## src/rtl/pulse_channel_gen_if.sv

```systemverilog
// pulse_channel_gen_if: register write port into the pulse channel.
interface pulse_channel_gen_if;
  logic       wr_en;
  logic [1:0] wr_addr;
  logic [7:0] wr_data;
  modport master (output wr_en, wr_addr, wr_data);
  modport slave  (input  wr_en, wr_addr, wr_data);
endinterface

```

## src/rtl/pulse_channel_gen.sv

```systemverilog
// pulse_channel_gen: NES-style square channel with timer, duty sequencer, envelope, sweep and length counter.
module pulse_channel_gen #(
  parameter int TICK_DIV        = 2,
  parameter int SWEEP_ONES_COMP = 0,
  parameter int OUT_W           = 4
) (
  input  logic             clk,
  input  logic             channel_reset,
  input  logic             channel_enable,
  input  logic             iEnvelope_clk,
  input  logic             iLength_clk,
  pulse_channel_gen_if.slave wr,
  output logic [OUT_W-1:0] pulse,
  output logic             length_active
);
  localparam int PW = TICK_DIV > 1 ? $clog2(TICK_DIV) : 1;
  localparam logic [7:0] LEN_TABLE [32] = '{
    8'd10, 8'd254, 8'd20, 8'd2, 8'd40, 8'd4, 8'd80, 8'd6,
    8'd160, 8'd8, 8'd60, 8'd10, 8'd14, 8'd12, 8'd26, 8'd14,
    8'd12, 8'd16, 8'd24, 8'd18, 8'd48, 8'd20, 8'd96, 8'd22,
    8'd192, 8'd24, 8'd72, 8'd26, 8'd16, 8'd28, 8'd32, 8'd30};
  logic [PW-1:0] pre;
  logic [1:0]  duty;
  logic        loop, cnst, sw_en, sw_neg, sweep_reload, env_start;
  logic [3:0]  env_v, decay, env_div, vol;
  logic [2:0]  sw_p, sw_s, sdiv, step;
  logic [10:0] period, timer;
  logic [7:0]  length;
  logic [11:0] delta, target;
  logic        w0, w1, w2, w3, tick, mute, duty_bit, sweep_upd;
  always_comb begin
    w0 = wr.wr_en && wr.wr_addr == 2'd0;
    w1 = wr.wr_en && wr.wr_addr == 2'd1;
    w2 = wr.wr_en && wr.wr_addr == 2'd2;
    w3 = wr.wr_en && wr.wr_addr == 2'd3;
    tick = pre == PW'(TICK_DIV - 1);
    delta = {1'b0, period} >> sw_s;
    target = sw_neg ? {1'b0, period} - delta - 12'(SWEEP_ONES_COMP) : {1'b0, period} + delta;
    mute = period < 11'd8 || target[11];
    vol = cnst ? env_v : decay;
    duty_bit = duty == 2'd0 ? step == 3'd7 : duty == 2'd1 ? step >= 3'd6 : duty == 2'd2 ? step[2] : step <= 3'd5;
    sweep_upd = iLength_clk && sdiv == '0 && sw_en && sw_s != '0 && !mute;
  end
  always_ff @(posedge clk) begin
    if (channel_reset) begin
      pre <= '0;
      timer <= '0;
      step <= '0;
    end else begin
      pre <= tick ? '0 : pre + PW'(1);
      if (tick) timer <= timer == '0 ? period : timer - 11'd1;
      if (w3) step <= '0;
      else if (tick && timer == '0) step <= step + 3'd1;
    end
  end
  always_ff @(posedge clk) begin
    if (channel_reset) begin
      {duty, loop, cnst, env_v} <= '0;
      {sw_en, sw_p, sw_neg, sw_s} <= '0;
      period <= '0;
      sweep_reload <= 1'b0;
      sdiv <= '0;
    end else begin
      if (w0) {duty, loop, cnst, env_v} <= wr.wr_data;
      if (w1) {sw_en, sw_p, sw_neg, sw_s} <= wr.wr_data;
      // register writes take priority over a coincident sweep update
      if (w2) period[7:0] <= wr.wr_data;
      else if (w3) period[10:8] <= wr.wr_data[2:0];
      else if (sweep_upd) period <= target[10:0];
      if (w1) sweep_reload <= 1'b1;
      else if (iLength_clk && (sdiv == '0 || sweep_reload)) sweep_reload <= 1'b0;
      if (iLength_clk) sdiv <= (sdiv == '0 || sweep_reload) ? sw_p : sdiv - 3'd1;
    end
  end
  always_ff @(posedge clk) begin
    if (channel_reset) begin
      env_start <= 1'b0;
      decay <= '0;
      env_div <= '0;
    end else begin
      if (w3) env_start <= 1'b1;
      else if (iEnvelope_clk) env_start <= 1'b0;
      if (iEnvelope_clk) begin
        if (env_start) begin
          decay <= 4'hF;
          env_div <= env_v;
        end else if (env_div == '0) begin
          env_div <= env_v;
          decay <= decay != '0 ? decay - 4'd1 : loop ? 4'hF : decay;
        end else env_div <= env_div - 4'd1;
      end
    end
  end
  always_ff @(posedge clk) begin
    if (channel_reset || !channel_enable) length <= '0;
    else if (w3) length <= LEN_TABLE[wr.wr_data[7:3]];
    else if (iLength_clk && length != '0 && !loop) length <= length - 8'd1;
  end
  always_ff @(posedge clk) begin
    if (channel_reset) begin
      pulse <= '0;
      length_active <= 1'b0;
    end else begin
      pulse <= (length != '0 && duty_bit && !mute) ? OUT_W'(vol) << (OUT_W - 4) : '0;
      length_active <= length != '0;
    end
  end
endmodule

```

## src/flat_wrapper.sv

```systemverilog
// flat-port wrapper written by rule: the top's interface ports become plain ports
module pulse_channel_gen_flat 
#(
  parameter int TICK_DIV        = 2,
  parameter int SWEEP_ONES_COMP = 0,
  parameter int OUT_W           = 4
)
  (clk, channel_reset, channel_enable, iEnvelope_clk, iLength_clk, pulse, length_active, wr_wr_en, wr_wr_addr, wr_wr_data);
  pulse_channel_gen_if wr_i ();
  input  logic clk;
  input  logic channel_reset;
  input  logic channel_enable;
  input  logic iEnvelope_clk;
  input  logic iLength_clk;
  output logic [OUT_W-1:0] pulse;
  output logic length_active;
  input wire logic [$bits(wr_i.wr_en)-1:0] wr_wr_en;
  input wire logic [$bits(wr_i.wr_addr)-1:0] wr_wr_addr;
  input wire logic [$bits(wr_i.wr_data)-1:0] wr_wr_data;
  assign wr_i.wr_en = wr_wr_en;
  assign wr_i.wr_addr = wr_wr_addr;
  assign wr_i.wr_data = wr_wr_data;
  pulse_channel_gen #(.TICK_DIV(TICK_DIV), .SWEEP_ONES_COMP(SWEEP_ONES_COMP), .OUT_W(OUT_W)) u_core (.clk(clk), .channel_reset(channel_reset), .channel_enable(channel_enable), .iEnvelope_clk(iEnvelope_clk), .iLength_clk(iLength_clk), .wr(wr_i), .pulse(pulse), .length_active(length_active));
endmodule
```

## config.mk

```make
export PLATFORM = sky130hd
export DESIGN_NAME = pulse_channel_gen_flat
export DESIGN_NICKNAME = d
export VERILOG_FILES = /design/src/rtl/pulse_channel_gen_if.sv /design/src/rtl/pulse_channel_gen.sv /design/src/flat_wrapper.sv
export SDC_FILE = /design/constraint.sdc
export NUM_CORES = 1
export LEC_CHECK = 0
export ABC_AREA = 1
export CORE_UTILIZATION = 55
export DETAILED_ROUTE_END_ITERATION = 6
export PLACE_DENSITY = 0.78
export SLEW_MARGIN = 30
export SYNTH_ARGS = -nofsm -noshare
export SYNTH_HDL_FRONTEND = slang
export SYNTH_SLANG_ARGS = --single-unit
```

## constraint.sdc

```tcl
create_clock -name clk -period 4.6 [get_ports clk]
set_input_delay 0.92 -clock clk [delete_from_list [all_inputs] [get_ports clk]]
set_output_delay 0.92 -clock clk [all_outputs]
set_load 0.01 [all_outputs]
```

==> results of run 1 <==
[layout by cell type (no fill, tap or decap), types with 20 or more instances in the layout]
| cell type | synthesis | layout |
|---|---|---|
| nand2_1 | 148 | 148 |
| inv_1 | 88 | 88 |
| dfxtp_1 | 68 | 68 |
| nor2_1 | 66 | 66 |
| o21ai_0 | 64 | 64 |
| a21oi_1 | 59 | 59 |
| nand3_1 | 51 | 51 |
| ha_1 | 29 | 29 |
| clkdlybuf4s50_1 | 0 | 20 |
[how the worst max path moves through the flow]
| stage | startpoint | end | slack [ns] | cells past startpoint |
|---|---|---|---|---|
| final | u_core.sw_s[0] | u_core.period[0] | 0.62 | 24 |
| after global placement | u_core.sw_s[0] | u_core.period[1] | 0.84 | 24 |
| after detailed placement | u_core.sw_s[0] | u_core.period[1] | 0.70 | 24 |
| after CTS | u_core.sw_s[0] | u_core.period[1] | 0.65 | 24 |
| after floorplan | u_core.sw_s[0] | u_core.period[1] | 1.23 | 24 |
| after global routing | u_core.sw_s[0] | u_core.period[4] | 0.26 | 25 |
[power breakdown]
part           leakage [nW]  internal [mW]  switching [mW]  total, mW
Combinational          1.65          0.407           0.708       1.12
Clock                0.0991          0.269           0.247      0.516
Sequential            0.557          0.687          0.0997      0.787
Total                  2.31           1.36            1.05       2.42
[metrics by stage]
stage          cells  total power [mW]  util [%]
6_report         836              2.42      62.8
5_1_grt          836              2.61      62.8
4_1_cts          836              2.41      62.8
3_5_place_dp     820              1.89      60.2
3_3_place_gp     820              1.85      60.2
2_1_floorplan    711              1.63         -
[layer usage]
layer  wire length (um)  part of all wire [%]
met5                  0                     0
met4                273                   2.3
met3                842                   7.0
met2               5520                    46
met1               5390                    45
[cell families (layout without fill, tap and decap cells)]
logic type      after synthesis  after routing  share of synthesized area, %
mux                           1              1                         0.213
fa+ha+maj                    30             30                          8.14
flops                        68             68                          29.0
xor+xnor                     20             20                          3.73
simple gates                307            307                          28.8
compound gates              171            171                          20.6
buf+inv                     114            134                          9.47
[worst max-delay path, delay by kind of cell (launching register included)]
kind	cells	cell delay, ns
AO/OA/AOI/OAI	2	0.50
XOR/XNOR	1	0.16
adder cells (fa/ha/maj)	2	0.50
buffers and inverters	6	0.54
flip-flops	1	0.45
AND/OR/NAND/NOR	13	1.74
[registers in the layout (all words and copies together), names as in the netlist, 4 cells and up]
register	cells
u_core.env_v	4
u_core.decay	4
u_core.pulse	4
u_core.timer	11
u_core.period	11
u_core.env_div	4
u_core.length	8
[layout make-up]
class | instances | share of cell area, %
tap | 105 | 2.53
timing repair buffer | 25 | 4.59
multi-input combinational | 529 | 55.9
sequential | 68 | 26.3
clock inverter | 6 | 1.38
inverter | 93 | 6.73
clock buffer | 10 | 2.66
==> flow_metrics.env, run 1 <==
export IMPL_rows=33
export IMPL_antenna_cells=0
export IMPL_ys_seq_elements=68
export IMPL_htreeDepth=3
export IMPL_fin_area_um2=5180
export IMPL_fin_hold_ws_ns=0.468
export IMPL_syn2layout_area_growth_pct=10.2
export IMPL_wl_um=12000
export IMPL_post_cts_resize_count=0
export IMPL_netlist_instances=711
export IMPL_slew_violations=0
export IMPL_vias=4790
export IMPL_final_net_count=772
export IMPL_worst_setup_path_start_kind="register"
export IMPL_power_density_nw_per_um2=466
export IMPL_maxCapViolCount=0
export IMPL_clk_insertion_delay_late_ns=0.34
export IMPL_cp_data_required_time_ns=4.84
export IMPL_cts_root_buf="clkbuf_8"
export IMPL_grt_met3_usage_pct=4.99
export IMPL_rr_worst_depth=24
export IMPL_relSlewSlack_pct=47.7
export IMPL_reg2reg_slack_ns=0.62
export IMPL_ant_nets=0
export IMPL_gp_congestion=0.952
export IMPL_r2r_end="u_core.period[0]"
export IMPL_cts_tree="done"
export IMPL_core_area_um2=8260
export IMPL_viasPerCell=5.73
export IMPL_dpl_cell_area_um2=4970
export IMPL_pre_cts_ws_ns=0.695
export IMPL_crit_type="register to register"
export IMPL_drive_gt1_share_pct=6.29
export IMPL_synth_distinct_cells=46
export IMPL_cts_path_max_buffers=2
export IMPL_min_path_cells=2
export IMPL_synthFlopType="dfxtp_1"
export IMPL_postCtsSetupRepairBufs=0
export IMPL_synthTopCellsByArea="dfxtp_1, nand2_1, ha_1, inv_1, o21ai_0"
export IMPL_setup_viol=0
export IMPL_cts_sinks=68
export IMPL_drt_initial_drc_count=303
export IMPL_seq_area_frac_synth_pct=29.0
export IMPL_floorplan_initialDensity_pct=56.9
export IMPL_gr_usage_met1_pct=36.1
export IMPL_holdBufCountCts=0
export IMPL_hp_class="register to register"
export IMPL_ios=21
export IMPL_path_max_fanout=15
export IMPL_track_usage_pct=28.0
export IMPL_worstPathCellList="inv_2 -> nand2_1 -> nand3_1 -> nand2_1 -> o21ai_2 -> inv_1 -> ha_1 -> and2_1 -> a31oi_1 -> xnor2_1 -> inv_1 -> ha_1 -> inv_1 -> nor3_1 -> inv_1 -> or2_2 -> nand3_1 -> inv_1 -> nand2_1 -> nand4_4 -> nand2_4 -> nand2_4 -> nor2_1 -> nor2_1"
export IMPL_die_y_um=94.5
export IMPL_yosysWarnings=0
export IMPL_status="finished clean"
export IMPL_post_drt_wl_per_cell_um=14.4
export IMPL_postSynth_asyncResetShare_pct=0
export IMPL_io_buffers=20
export IMPL_clk_pin_slew_ns=0.08
export IMPL_avgSynthCellArea_um2=6.61
export IMPL_synth_cell_area_um2=4700
export IMPL_slowest_stage="dfxtp_1"
export IMPL_drcViolationCount=0
export IMPL_slowest_delay_ns=0.45
export IMPL_endpoint_kind="register"
export IMPL_dieArea_um2=8920
export IMPL_top_usage_layer="met2"
export IMPL_regArea_um2=1360
export IMPL_grt_max_degree=24
export IMPL_synth_top_cell_area_share_pct=29.0
export IMPL_critPathArrivalTime_ns=4.23
export IMPL_first_pass_iters=5
export IMPL_synth_common_cells="nand2_1, inv_1, dfxtp_1, nor2_1, o21ai_0"
export IMPL_grt_use_met2_pct=46.1
export IMPL_hold_viol_final=0
export IMPL_rr_startpoint="u_core.sw_s[0]"
export IMPL_grt_pass1_wl_um=19700
export IMPL_gr_total_overflow=0
export IMPL_tightest_slew_ns=0.782
export IMPL_die_x_um=94.5
export IMPL_rsz0062_at_grt="no"
export IMPL_synth_nets=757
export IMPL_multi_input_area_um2=2900
export IMPL_ir_worst_vdd_mv=0.183
export IMPL_hpwl_um=9040
export IMPL_hold_end="u_core.env_div[2]"
export IMPL_cts_buffers=9
export IMPL_hold_start="u_core.env_div[2]"
export IMPL_setup_slack_ns=0.618
export IMPL_grt_pass1_vias=4348
export IMPL_leakage_nw=2.31
export IMPL_antenna_found_initial=0
export IMPL_crit_top_cell="inv_1"
export IMPL_fin_skew_ns=0.0126
export IMPL_min_period_over_period_pct=86.6
export IMPL_synth_most_common_cell="nand2_1"
export IMPL_tns_ns=0
export IMPL_min_period_ns=3.98
export IMPL_max_freq_ghz=0.251
export IMPL_synth_largest_area_cell="dfxtp_1"
export IMPL_synth_edf_count=0
export IMPL_final_fill_count=788
(Power assumes the default switching activity.)
==> inputs of run 2 (changes only) <==
--- a/config.mk
+++ b/config.mk
@@ -8,7 +8,8 @@
 export ABC_AREA = 1
 export CORE_UTILIZATION = 55
 export DETAILED_ROUTE_END_ITERATION = 6
-export PLACE_DENSITY = 0.78
+export DONT_BUFFER_PORTS = 1
+export PLACE_DENSITY = 0.74
 export SLEW_MARGIN = 30
 export SYNTH_ARGS = -nofsm -noshare
 export SYNTH_HDL_FRONTEND = slang
==> run 2 against run 1 <==
  * Clock-buffer cell count down 1
  * Clock skew hardly changed
  * Via count is 2.2% lower
  * Largest power group unchanged
  * Cell count down 2.5%
  * Die area is the same
  * Routed wire length shrank 1.7%
  * Sequential share of layout area rose by 0.99 points
  * Highest routed layer unchanged
==> flow_metrics.env, run 2 (synthesis gave the netlist of run 1 again) <==
export IMPL_clk_insertion_delay_late_ns=0.36
export IMPL_cts_root_buf="clkbuf_8"
export IMPL_die_x_um=94.5
export IMPL_tightest_slew_ns=0.657
export IMPL_fin_skew_ns=0.0126
export IMPL_rows=33
export IMPL_worst_setup_path_start_kind="register"
export IMPL_die_y_um=94.5
export IMPL_clk_pin_slew_ns=0.07
export IMPL_fin_hold_ws_ns=0.464
export IMPL_cts_sinks=68
export IMPL_gp_congestion=0.970
export IMPL_first_pass_iters=7
export IMPL_dieArea_um2=8920
export IMPL_relSlewSlack_pct=56.0
export IMPL_final_fill_count=788
export IMPL_antenna_cells=0
export IMPL_power_density_nw_per_um2=486
export IMPL_syn2layout_area_growth_pct=6.23
export IMPL_critPathArrivalTime_ns=4.34
export IMPL_holdBufCountCts=0
export IMPL_tns_ns=0
export IMPL_wl_um=11800
export IMPL_gr_total_overflow=0
export IMPL_final_net_count=751
export IMPL_min_period_ns=4.06
export IMPL_dp_cells=799
export IMPL_crit_type="register to register"
export IMPL_drive_gt1_share_pct=6.48
export IMPL_grt_pass1_wl_um=19900
export IMPL_hold_viol_final=0
export IMPL_drt_initial_drc_count=249
export IMPL_ios=21
export IMPL_leakage_nw=2.24
export IMPL_endpoint_kind="register"
export IMPL_htreeDepth=3
export IMPL_core_area_um2=8260
export IMPL_path_max_fanout=15
export IMPL_io_buffers=0
export IMPL_layout_commonest_cell="nand2_1"
export IMPL_slew_violations=0
export IMPL_rsz0062_at_grt="no"
export IMPL_viasPerCell=5.75
export IMPL_dpl_cell_area_um2=4770
export IMPL_finalNonFillerCells=815
export IMPL_grt_pass1_vias=4307
export IMPL_pre_cts_ws_ns=0.663
export IMPL_hp_class="register to register"
export IMPL_post_drt_wl_per_cell_um=14.5
export IMPL_vias=4686
export IMPL_max_freq_ghz=0.247
export IMPL_post_cts_resize_count=0
export IMPL_reg_top3="u_core.period x11, u_core.timer x11, u_core.length x8"
export IMPL_antenna_found_initial=0
export IMPL_postCtsSetupRepairBufs=0
export IMPL_ant_nets=0
export IMPL_fin_area_um2=4990
export IMPL_setup_viol=0
export IMPL_track_usage_pct=28.3
export IMPL_grt_max_degree=22
export IMPL_drcViolationCount=0
export IMPL_cts_tree="done"
export IMPL_hpwl_um=8860
export IMPL_cts_buffers=9
export IMPL_cp_data_required_time_ns=4.89
export IMPL_final_cell_mix="nand2_1, inv_1, dfxtp_1"
export IMPL_ir_worst_vdd_mv=0.205
export IMPL_cts_path_max_buffers=2
export IMPL_min_period_over_period_pct=88.2
export IMPL_status="finished clean"
export IMPL_floorplan_initialDensity_pct=56.9
export IMPL_maxCapViolCount=0
export IMPL_setup_slack_ns=0.544
==> run 2: cell count changes in the layout (fill, tap and decap cells not counted), sizes merged <==
cell           change
buf                -1
bufinv             +1
clkbuf             -1
clkdlybuf4s50     -20
clkinv             +1
clkinvlp           -1
==> run 2: cell type report <==
| class | count | area (um2) | share of cell area [%] |
|---|---|---|---|
| Timing Repair Buffer | 4 | 30.0 | 0.601 |
| Sequential cell | 68 | 1360 | 27.3 |
| Clock buffer | 9 | 124 | 2.48 |
| Inverter | 93 | 349 | 6.99 |
| Multi-Input combinational cell | 529 | 2900 | 58.1 |
| Tap cell | 105 | 131 | 2.63 |
| Clock inverter | 7 | 98.8 | 1.98 |
==> run 2: power by group <==
group / switching (mW) / internal, mW
clock: 0.243 / 0.308
sequential: 0.101 / 0.687
combinational: 0.695 / 0.395
total: 1.04 / 1.39
==> run 2: path summary, 6_finish.rpt <==
check,from,endpoint,slack (ns),cells after the start
max,u_core.sw_s[0],u_core.period[2],0.54,25
min,u_core.sweep_reload,u_core.sweep_reload,0.46,2
max reg2reg,u_core.sw_s[0],u_core.period[2],0.54,25
min reg2reg,u_core.sweep_reload,u_core.sweep_reload,0.46,2
==> run 2: routing by layer <==
layer / GRT usage [%] / wire (um) / share of wire [%] / up-vias
met5: 0 / 0 / 0 / -
li1: - / - / - / 2364
met1: 37.0 / 5250 / 44 / 2115
met3: 5.39 / 870 / 7.4 / 29
met2: 44.9 / 5380 / 46 / 178
met4: 12.9 / 310 / 2.6 / 0
==> run 2: metrics by stage <==
stage	util (%)	total power, mW
CTS	60.5	2.42
global route	60.5	2.63
global placement	57.7	1.84
finish	60.5	2.43
floorplan	-	1.63
detailed placement	57.8	1.86
==> run 2: worst max-delay path: stages (launching register included) <==
cell	delay, ns
dfxtp_1	0.46
inv_2	0.25
nand2_1	0.10
nand3_1	0.09
nand2_1	0.08
o21ai_2	0.24
inv_1	0.07
ha_1	0.20
and2_1	0.20
a31oi_1	0.22
xnor2_1	0.15
inv_1	0.06
ha_1	0.35
nand2_1	0.07
nor3_1	0.25
inv_1	0.06
or2_2	0.29
nand3_1	0.11
inv_1	0.05
nand2_1	0.11
nand4_4	0.09
nand2_4	0.15
nand2_4	0.10
nand2_1	0.08
nand2_1	0.05
nor2_1	0.11
==> inputs of run 3 (changes only) <==
--- a/config.mk
+++ b/config.mk
@@ -6,6 +6,7 @@
 export NUM_CORES = 1
 export LEC_CHECK = 0
 export ABC_AREA = 1
+export CORE_MARGIN = 2
 export CORE_UTILIZATION = 55
 export DETAILED_ROUTE_END_ITERATION = 6
 export DONT_BUFFER_PORTS = 1
==> run 3 against run 2 <==
  * Register-to-register slack improved by 0.08 ns
  * Cell count is 0.12% lower
  * First-iteration DRC count increased by 49%
  * Utilization decreased by 0.29 points
  * Sequential power barely moved
  * Non-clock buffer count is 1 lower
  * Largest cell class unchanged
==> flow_metrics.env, run 3 (synthesis gave the netlist of run 1 again) <==
export IMPL_setup_viol=0
export IMPL_min_period_over_period_pct=86.5
export IMPL_die_x_um=96.5
export IMPL_antenna_found_initial=0
export IMPL_cp_data_required_time_ns=4.84
export IMPL_post_cts_resize_count=0
export IMPL_core_area_um2=8260
export IMPL_worst_path_buf_inv=5
export IMPL_tightest_slew_ns=0.625
export IMPL_layout_commonest_cell="nand2_1"
export IMPL_hp_class="register to register"
export IMPL_pre_cts_ws_ns=0.672
export IMPL_seqPwrFrac_pct=33.0
export IMPL_final_cell_mix="nand2_1, inv_1, dfxtp_1"
export IMPL_viasPerCell=5.66
export IMPL_min_period_ns=3.98
export IMPL_tns_ns=0
export IMPL_grt_pass1_vias=4322
export IMPL_p_int_mw=1.34
export IMPL_floorplan_initialDensity_pct=56.9
export IMPL_cts_path_max_buffers=2
export IMPL_grt_pass1_wl_um=19800
export IMPL_final_net_count=750
export IMPL_postCtsSetupRepairBufs=0
export IMPL_track_usage_pct=27.0
export IMPL_rows=33
export IMPL_drive_gt1_share_pct=6.49
export IMPL_vias=4606
export IMPL_post_drt_wl_per_cell_um=14.5
export IMPL_die_y_um=96.5
export IMPL_dpl_cell_area_um2=4760
export IMPL_critPathArrivalTime_ns=4.22
export IMPL_drcViolationCount=0
export IMPL_ant_nets=0
export IMPL_gr_total_overflow=0
export IMPL_p_comb_share_pct=45.3
export IMPL_holdBufCountCts=0
export IMPL_path_delay_family="simple AND/OR/NAND/NOR gates"
export IMPL_hpwl_um=8840
export IMPL_worst_setup_path_start_kind="register"
export IMPL_swShare_pct=43.9
export IMPL_htreeDepth=3
export IMPL_syn2layout_area_growth_pct=5.72
export IMPL_hold_viol_final=0
export IMPL_maxCapViolCount=0
export IMPL_gp_congestion=0.988
export IMPL_cts_sinks=68
export IMPL_leakage_nw=2.22
export IMPL_dieArea_um2=9300
export IMPL_clk_insertion_delay_late_ns=0.35
export IMPL_slowest_delay_ns=0.46
export IMPL_ir_worst_vdd_mv=0.237
export IMPL_rsz0062_at_grt="no"
export IMPL_wl_um=11800
export IMPL_fin_hold_ws_ns=0.470
export IMPL_grt_max_degree=22
export IMPL_reg_top3="u_core.period x11, u_core.timer x11, u_core.length x8"
export IMPL_drt_initial_drc_count=370
export IMPL_slew_violations=0
export IMPL_max_freq_ghz=0.251
export IMPL_power_mw=2.38
export IMPL_clkPwrFrac_pct=21.6
export IMPL_first_pass_iters=5
export IMPL_status="finished clean"
export IMPL_ios=21
export IMPL_slowest_stage="dfxtp_1"
export IMPL_endpoint_kind="register"
export IMPL_clk_pin_slew_ns=0.09
export IMPL_fin_area_um2=4970
export IMPL_multi_input_area_um2=2900
export IMPL_io_buffers=0
export IMPL_path_max_fanout=15
export IMPL_worstPathCellList="inv_2 -> nand2_1 -> nand3_1 -> nand2_1 -> o21ai_2 -> inv_1 -> ha_1 -> and2_1 -> a31oi_1 -> xnor2_1 -> inv_1 -> ha_1 -> nand2_1 -> nor3_1 -> inv_1 -> or2_2 -> nand3_1 -> inv_1 -> nand2_1 -> nand4_4 -> nand2_4 -> nand2_4 -> nor2_1 -> nor2_1"
export IMPL_cts_tree="done"
export IMPL_fin_skew_ns=0.0150
export IMPL_regArea_um2=1360
export IMPL_final_fill_count=777
export IMPL_relSlewSlack_pct=58.1
export IMPL_cts_buffers=9
export IMPL_setup_slack_ns=0.620
export IMPL_p_switching_mw=1.05
export IMPL_antenna_cells=0
export IMPL_crit_type="register to register"
export IMPL_power_density_nw_per_um2=479
export IMPL_cts_root_buf="clkbuf_8"
-- run 3: final cells by class --
type	count	area share, %
clock buffers	9	2.49
flip-flops and latches	68	27.4
clock inverters	7	1.61
inverters	93	7.02
multi-input cells	529	58.4
well taps	105	2.64
repair buffers	3	0.453
-- run 3: power groups by stage --
stage          Sequential, mW  Clock, mW  Combinational, mW
2_1_floorplan           0.763          0              0.869
3_3_place_gp            0.796          0               1.03
3_5_place_dp            0.797          0               1.07
4_1_cts                 0.784      0.522               1.07
5_1_grt                 0.802      0.548               1.24
6_report                0.787      0.516               1.08
-- run 3: final timing paths --
path | slack [ns] | startpoint | endpoint | cells past startpoint
min | 0.47 | u_core.env_div[2] | u_core.env_div[2] | 2
min reg2reg | 0.47 | u_core.env_div[2] | u_core.env_div[2] | 2
max | 0.62 | u_core.sw_s[0] | u_core.period[4] | 24
max reg2reg | 0.62 | u_core.sw_s[0] | u_core.period[4] | 24
-- run 3: stage by stage --
| stage | util (%) | std cells |
|---|---|---|
| finish | 60.2 | 814 |
| global route | 60.2 | 814 |
| global placement | 57.6 | 798 |
| detailed placement | 57.7 | 798 |
| floorplan | - | 711 |
| CTS | 60.2 | 814 |
-- run 3: tightest hold or removal path: stages (launching register included) --
cell     delay (ns)
dfxtp_1        0.32
nand2_1        0.06
a21oi_1        0.05
-- run 3: layer usage --
metal	share of wire (%)	up-vias	wire length [um]	global-route usage, %
met5	0	-	0	0
met1	47	2055	5500	37.1
met3	5.8	31	678	4.27
li1	-	2360	-	-
met4	2.6	0	310	9.04
met2	45	160	5290	43.2
